File: config.mk
export PLATFORM = sky130hd
export DESIGN_NAME = instruction_decode
export DESIGN_NICKNAME = d
export VERILOG_FILES = /design/src/rtl/riscv_pkg.sv /design/src/rtl/register_file.sv /design/src/rtl/instruction_decode.sv
export SDC_FILE = /design/constraint.sdc
export NUM_CORES = 2
export LEC_CHECK = 0
export ABC_CLOCK_PERIOD_IN_PS = 4300
export BUFFER_PORTS_ARGS = -buffer_cell sky130_fd_sc_hd__clkbuf_2
export CAP_MARGIN = 30
export CORE_MARGIN = 2
export CORE_UTILIZATION = 45
export CTS_CLUSTER_DIAMETER = 40
export DETAILED_ROUTE_END_ITERATION = 16
export PLACE_DENSITY = 0.68
export SYNTH_ARGS = -nofsm -noshare
export SYNTH_HDL_FRONTEND = slang
export SYNTH_SLANG_ARGS = --single-unit
File: constraint.sdc
create_clock -name clock -period 4.3 [get_ports clock]
set_clock_uncertainty 0.1 [all_clocks]
set_input_delay 0.215 -clock clock [delete_from_list [all_inputs] [get_ports clock]]
set_output_delay 0.215 -clock clock [all_outputs]
set_load 0.02 [all_outputs]
File: src/rtl/riscv_pkg.sv
// rtl/riscv_pkg.sv - shared RV32I decode constants
package riscv_pkg;

  localparam int XLEN = 32;

  localparam logic [6:0] OP_R      = 7'b0110011;
  localparam logic [6:0] OP_IMM    = 7'b0010011;
  localparam logic [6:0] OP_LOAD   = 7'b0000011;
  localparam logic [6:0] OP_STORE  = 7'b0100011;
  localparam logic [6:0] OP_BRANCH = 7'b1100011;

  typedef enum logic [1:0] {
    ALU_ADD    = 2'b00,
    ALU_SUB    = 2'b01,
    ALU_RFUNCT = 2'b10,
    ALU_IFUNCT = 2'b11
  } alu_op_t;

endpackage

File: src/rtl/register_file.sv
// rtl/register_file.sv - 2R/1W register file with write-back bypass, x0 hardwired to zero
module register_file #(
  parameter int XLEN  = 32,
  parameter int NREGS = 32,
  parameter int AW    = $clog2(NREGS)
) (
  input  logic            clock,
  input  logic            reset,
  input  logic [AW-1:0]   rs1,
  input  logic [AW-1:0]   rs2,
  output logic [XLEN-1:0] rs1Data,
  output logic [XLEN-1:0] rs2Data,
  input  logic            wbRegWrite,
  input  logic [AW-1:0]   wbRd,
  input  logic [XLEN-1:0] wbData
);

  logic [XLEN-1:0] regs [NREGS];
  logic            wbActive;

  assign wbActive = wbRegWrite && (wbRd != '0);

  always_ff @(posedge clock) begin
    if (reset) begin
      for (int i = 0; i < NREGS; i++) regs[i] <= '0;
    end else if (wbActive) begin
      regs[wbRd] <= wbData;
    end
  end

  // Same-cycle write-back forwards straight to the reader.
  always_comb begin
    rs1Data = '0;
    rs2Data = '0;
    if (rs1 != '0) rs1Data = (wbActive && wbRd == rs1) ? wbData : regs[rs1];
    if (rs2 != '0) rs2Data = (wbActive && wbRd == rs2) ? wbData : regs[rs2];
  end

endmodule

File: src/rtl/instruction_decode.sv
// rtl/instruction_decode.sv - RV32I decode stage: decoder, immediates, load-use hazard, ID/EX register
module instruction_decode #(
  parameter int XLEN  = 32,
  parameter int NREGS = 32
) (
  input  logic            clock,
  input  logic            reset,
  input  logic [31:0]     ifIdInstruction,
  input  logic [XLEN-1:0] ifIdIn,
  input  logic            flush,
  input  logic            wbRegWrite,
  input  logic [4:0]      wbRd,
  input  logic [XLEN-1:0] wbData,
  output logic            stall,
  output logic [XLEN-1:0] idExNpc,
  output logic [XLEN-1:0] idExRs1Data,
  output logic [XLEN-1:0] idExRs2Data,
  output logic [XLEN-1:0] idExImm,
  output logic [4:0]      idExRs1,
  output logic [4:0]      idExRs2,
  output logic [4:0]      idExRd,
  output logic [3:0]      idExFunct,
  output logic [1:0]      idExAluOp,
  output logic            idExAluSrc,
  output logic            idExMemRead,
  output logic            idExMemWrite,
  output logic            idExRegWrite,
  output logic            idExMemToReg,
  output logic            idExBranch,
  output logic            idExValid,
  output logic            idExIllegal
);
  import riscv_pkg::*;

  logic [31:0]     instr;
  logic [4:0]      rs1, rs2, rd;
  logic [XLEN-1:0] rs1Data, rs2Data, imm;
  logic            dRegWrite, dAluSrc, dMemRead, dMemWrite, dMemToReg, dBranch;
  logic            usesRs1, usesRs2, legal, dIllegal;
  alu_op_t         dAluOp;

  assign instr = ifIdInstruction;
  assign rs1   = instr[19:15];
  assign rs2   = instr[24:20];
  assign rd    = instr[11:7];

  register_file #(.XLEN(XLEN), .NREGS(NREGS)) u_rf (
    .clock      (clock),
    .reset      (reset),
    .rs1        (rs1),
    .rs2        (rs2),
    .rs1Data    (rs1Data),
    .rs2Data    (rs2Data),
    .wbRegWrite (wbRegWrite),
    .wbRd       (wbRd),
    .wbData     (wbData)
  );

  always_comb begin
    dRegWrite = 1'b0;
    dAluSrc   = 1'b0;
    dMemRead  = 1'b0;
    dMemWrite = 1'b0;
    dMemToReg = 1'b0;
    dBranch   = 1'b0;
    dAluOp    = ALU_ADD;
    imm       = '0;
    usesRs1   = 1'b0;
    usesRs2   = 1'b0;
    legal     = 1'b1;
    case (instr[6:0])
      OP_R: begin
        dRegWrite = 1'b1; dAluOp = ALU_RFUNCT;
        usesRs1 = 1'b1; usesRs2 = 1'b1;
      end
      OP_IMM: begin
        dRegWrite = 1'b1; dAluSrc = 1'b1; dAluOp = ALU_IFUNCT;
        imm = {{(XLEN-12){instr[31]}}, instr[31:20]};
        usesRs1 = 1'b1;
      end
      OP_LOAD: begin
        dRegWrite = 1'b1; dAluSrc = 1'b1; dMemRead = 1'b1; dMemToReg = 1'b1;
        imm = {{(XLEN-12){instr[31]}}, instr[31:20]};
        usesRs1 = 1'b1;
      end
      OP_STORE: begin
        dMemWrite = 1'b1; dAluSrc = 1'b1;
        imm = {{(XLEN-12){instr[31]}}, instr[31:25], instr[11:7]};
        usesRs1 = 1'b1; usesRs2 = 1'b1;
      end
      OP_BRANCH: begin
        dBranch = 1'b1; dAluOp = ALU_SUB;
        imm = {{(XLEN-13){instr[31]}}, instr[31], instr[7], instr[30:25], instr[11:8], 1'b0};
        usesRs1 = 1'b1; usesRs2 = 1'b1;
      end
      default: legal = 1'b0;
    endcase
  end

  // The all-zero word is the IF/ID reset value, so it is a bubble rather than illegal.
  assign dIllegal = !legal && (instr != 32'h0);

  assign stall = !flush && idExValid && idExMemRead && (idExRd != 5'd0) &&
                 ((usesRs1 && idExRd == rs1) || (usesRs2 && idExRd == rs2));

  always_ff @(posedge clock) begin
    if (reset) begin
      idExNpc      <= '0;
      idExRs1Data  <= '0;
      idExRs2Data  <= '0;
      idExImm      <= '0;
      idExRs1      <= '0;
      idExRs2      <= '0;
      idExRd       <= '0;
      idExFunct    <= '0;
      idExAluOp    <= '0;
      idExAluSrc   <= 1'b0;
      idExMemRead  <= 1'b0;
      idExMemWrite <= 1'b0;
      idExRegWrite <= 1'b0;
      idExMemToReg <= 1'b0;
      idExBranch   <= 1'b0;
      idExValid    <= 1'b0;
      idExIllegal  <= 1'b0;
    end else begin
      idExNpc     <= ifIdIn;
      idExRs1Data <= rs1Data;
      idExRs2Data <= rs2Data;
      idExImm     <= imm;
      idExRs1     <= rs1;
      idExRs2     <= rs2;
      idExRd      <= rd;
      idExFunct   <= {instr[30], instr[14:12]};
      if (flush || stall) begin
        idExAluOp    <= '0;
        idExAluSrc   <= 1'b0;
        idExMemRead  <= 1'b0;
        idExMemWrite <= 1'b0;
        idExRegWrite <= 1'b0;
        idExMemToReg <= 1'b0;
        idExBranch   <= 1'b0;
        idExValid    <= 1'b0;
        idExIllegal  <= 1'b0;
      end else begin
        idExAluOp    <= dAluOp;
        idExAluSrc   <= dAluSrc;
        idExMemRead  <= dMemRead;
        idExMemWrite <= dMemWrite;
        idExRegWrite <= dRegWrite;
        idExMemToReg <= dMemToReg;
        idExBranch   <= dBranch;
        idExValid    <= legal;
        idExIllegal  <= dIllegal;
      end
    end
  end

endmodule

==> impl_metrics.tcl <==
set metrics [dict create \
    status "complete, no violations" \
    ys_types 60 \
    ys.warnings.count 0 \
    max_freq_mhz 313.5 \
    tightest_slew_ns 1.024 \
    portBuffers 262 \
    viasPerCell 6.476 \
    cts_root_buf "clkbuf_16" \
    finalHoldViolations 0 \
    powerDensity_nw_per_um2 436.3 \
    ios 263 \
    critPathArrivalTime_ns 2.88 \
    ir_worst_vdd_uv 495.2 \
    die_x_um 367.2 \
    gr-total-overflow 0 \
    finalMaxSlewViolations 0 \
    setup_slack_ns 1.110 \
    netlist_instances 4049 \
    syn-cell-area_um2 59340 \
    dieArea_um2 134800 \
    grt_pass1_vias 39650 \
    cp-startpoint "ifIdInstruction[2]" \
    cts_max_level 4 \
    rsz0062_at_grt "false" \
    clock-sinks 1161 \
    clk_pin_slew_ns 0.05 \
    grt_usage_pct 31.79 \
    die_height_um 367.2 \
    synth_edf_count 1024 \
    intPower_mw 22.53 \
    num_vias 40340 \
    grt_pass1_wl_mm 300.2 \
    synth_seq_area_share_pct 56.44 \
    drt-initial-drc-count 6922 \
    wl_mm 216.6 \
    cap_violations 0 \
    rows 133 \
    cp-end-kind "output pin" \
    drc_errors 0 \
    fp.coreArea_um2 131100 \
    hold_path.startpoint "wbData[1]" \
    antenna_found_initial 33 \
    ant_nets 0 \
    gp_congestion 0.8915 \
    drt_pre_antenna_iters 6 \
    layout.nets 4421 \
    syn2layout_area_growth_pct 17.26 \
    relSlewSlack_pct 31.73 \
    grt_busiest_layer "met2" \
    ys_ff_latch 1161 \
    pwr-share-comb_pct 11.0 \
    synth_ff_type "edfxtp_1" \
    grt_use_met1_pct 40.61 \
    hp-class "in -> reg" \
    hpwl_mm 123.8 \
    gr-usage-met2_pct 49.05 \
    swShare_pct 25.78 \
    ys_async_sr_fraction_pct 0 \
    clkPwrFrac_pct 45.2 \
    wire_per_inst_um 34.78 \
    min_period_ns 3.190 \
    setup_tns_ns 0 \
    timing.final.crit_share_pct 74.19 \
    crit_required_ns 3.98 \
    drive_gt1_share_pct 27.38 \
    rr_startpoint "idExRd[0]$_SDFF_PP0_" \
    clk_latency_ns 0.80 \
    postCtsResizedCells 0 \
    cp_max_fo 9 \
    grt_max_degree 84 \
    p_sw_mw 7.828 \
    use_met3_pct 8.806 \
    place_ws_ns 1.011 \
    setup_violations 0 \
    cts_tree "built" \
    p_seq_share_pct 43.8 \
    cellLeakagePower_nw 25.21 \
    syn_avg_cell_area_um2 14.66 \
    n_fill_cell 10600 \
    cts_buffer_depth 3 \
    start_util_pct 45.26 \
    startpoint_type "input pin" \
    crit_type "in -> out" \
    cts_buffers 161 \
]
==> critical path, stage by stage <==
cell and delay (ns):
dlygate4sd3_1 0.55, clkbuf_2 0.12, nand4bb_1 0.25, dlygate4sd3_1 0.65
a21oi_1 0.22, o2111ai_1 0.16, a21oi_2 0.33, nor2b_1 0.19
clkbuf_2 0.18
==> path summary, 6_finish.rpt <==
kind                                                   to  slack, ns  cells after the start
worst max-delay path                                stall       1.11                      9
worst min-delay path            idExRs1Data[1]$_SDFF_PP0_       0.04                      2
worst max register to register      idExBranch$_SDFF_PP0_       1.99                      6
worst min register to register       idExValid$_SDFF_PP0_       0.64                      3
==> cell type report <==
type	instances	area (um2)	share of cell area, %
Antenna cell	17	42.54	0.06113
Sequential cell	1161	33490	48.13
Multi-Input combinational cell	2477	24260	34.86
Inverter	4	15.01	0.02158
Timing Repair Buffer	511	4046	5.815
Clock inverter	114	1234	1.773
Tap cell	1755	2196	3.156
Clock buffer	189	4302	6.182
==> flip-flops by register name, summed over array words and instances (netlist names) <==
name / cells
idExRd: 5
idExNpc: 32
idExValid: 1
idExAluOp: 2
idExBranch: 1
idExRegWrite: 1
idExMemToReg: 1
idExRs2: 5
idExFunct: 4
idExMemWrite: 1
idExRs1Data: 32
idExRs1: 5
u_rf.regs: 1024
idExAluSrc: 1
idExImm: 13
idExRs2Data: 32
idExIllegal: 1
==> synthesized netlist by cell type (21+ instances only) <==
library cell	instances	share of area, %
a211o_1	38	0.56
a211oi_1	66	0.83
a21oi_1	34	0.29
a221oi_1	73	1.1
a22oi_1	32	0.40
a31oi_1	21	0.22
and2_1	1019	11
buf_2	48	0.40
buf_4	50	0.63
clkbuf_1	309	2.0
dfxtp_1	137	4.6
edfxtp_1	1024	52
mux2i_1	238	4.0
mux4_2	443	17
nand2_1	44	0.28
nor2_1	54	0.34
nor2b_1	120	1.3
o21ai_0	29	0.24
or2_2	34	0.36
==> layer usage <==
metal / part of all wire, % / routed length (um)
met5: 0.047 / 102
met4: 6.5 / 14070
met3: 13 / 27990
met2: 46 / 99040
met1: 35 / 75420
==> power by group through the flow <==
stage | logic (mW) | clock network [mW] | registers, mW
6_report | 3.34 | 13.7 | 13.3
5_1_grt | 3.43 | 14.2 | 13.3
4_1_cts | 3.28 | 13.7 | 13.3
3_5_place_dp | 3.20 | 0 | 13.5
3_3_place_gp | 3.18 | 0 | 13.5
2_1_floorplan | 1.90 | 0 | 13.4
==> timing repair <==
item / CTS / global route
hold endpoints to repair: 99 / 0
buffers inserted: 0 / 0
hold buffers: 98 / 0
==> cell families (layout without fill, tap and decap cells) <==
| family | count (synthesis) | count (layout) | synth area share, % |
|---|---|---|---|
| other | 1 | 49 | 0.006319 |
| xor gates and xnor gates | 20 | 20 | 0.2952 |
| and+or+nand+nor | 1340 | 1340 | 13.73 |
| AOI/OAI and AO/OA | 404 | 404 | 5.288 |
| muxes | 681 | 681 | 20.83 |
| DFF | 1161 | 1161 | 56.44 |
| buffers and inverters | 442 | 818 | 3.416 |
==> cells in the final DEF (no fill, tap or decap), types with 73 or more instances in the layout <==
| master | instances |
|---|---|
| and2_1 | 1018 |
| clkbuf_2 | 253 |
| mux2i_1 | 238 |
| buf_4 | 108 |
| dlygate4sd3_1 | 98 |
| clkbuf_16 | 167 |
| nor2b_1 | 116 |
| dfxtp_1 | 137 |
| edfxtp_1 | 1024 |
| a221oi_1 | 73 |
| mux4_2 | 443 |
==> stage by stage <==
| step | power [mW] | std cells | utilization, % | hold slack [ns] | area [um2] |
|---|---|---|---|---|---|
| 6_report | 30.36 | 6228 | 53.07 | 0.03838 | 69590 |
| 5_1_grt | 31.00 | 6211 | 53.03 | 0.06414 | 69540 |
| 4_1_cts | 30.32 | 6211 | 53.03 | 0.003421 | 69540 |
| 3_5_place_dp | 16.71 | 5810 | 48.07 | 0.3305 | 63030 |
| 3_3_place_gp | 16.66 | 5808 | 48.04 | 0.3235 | 62990 |
| 2_1_floorplan | 15.34 | 4080 | - | 0.1983 | 59460 |
No activity file was read; power rests on OpenSTA's default activity.
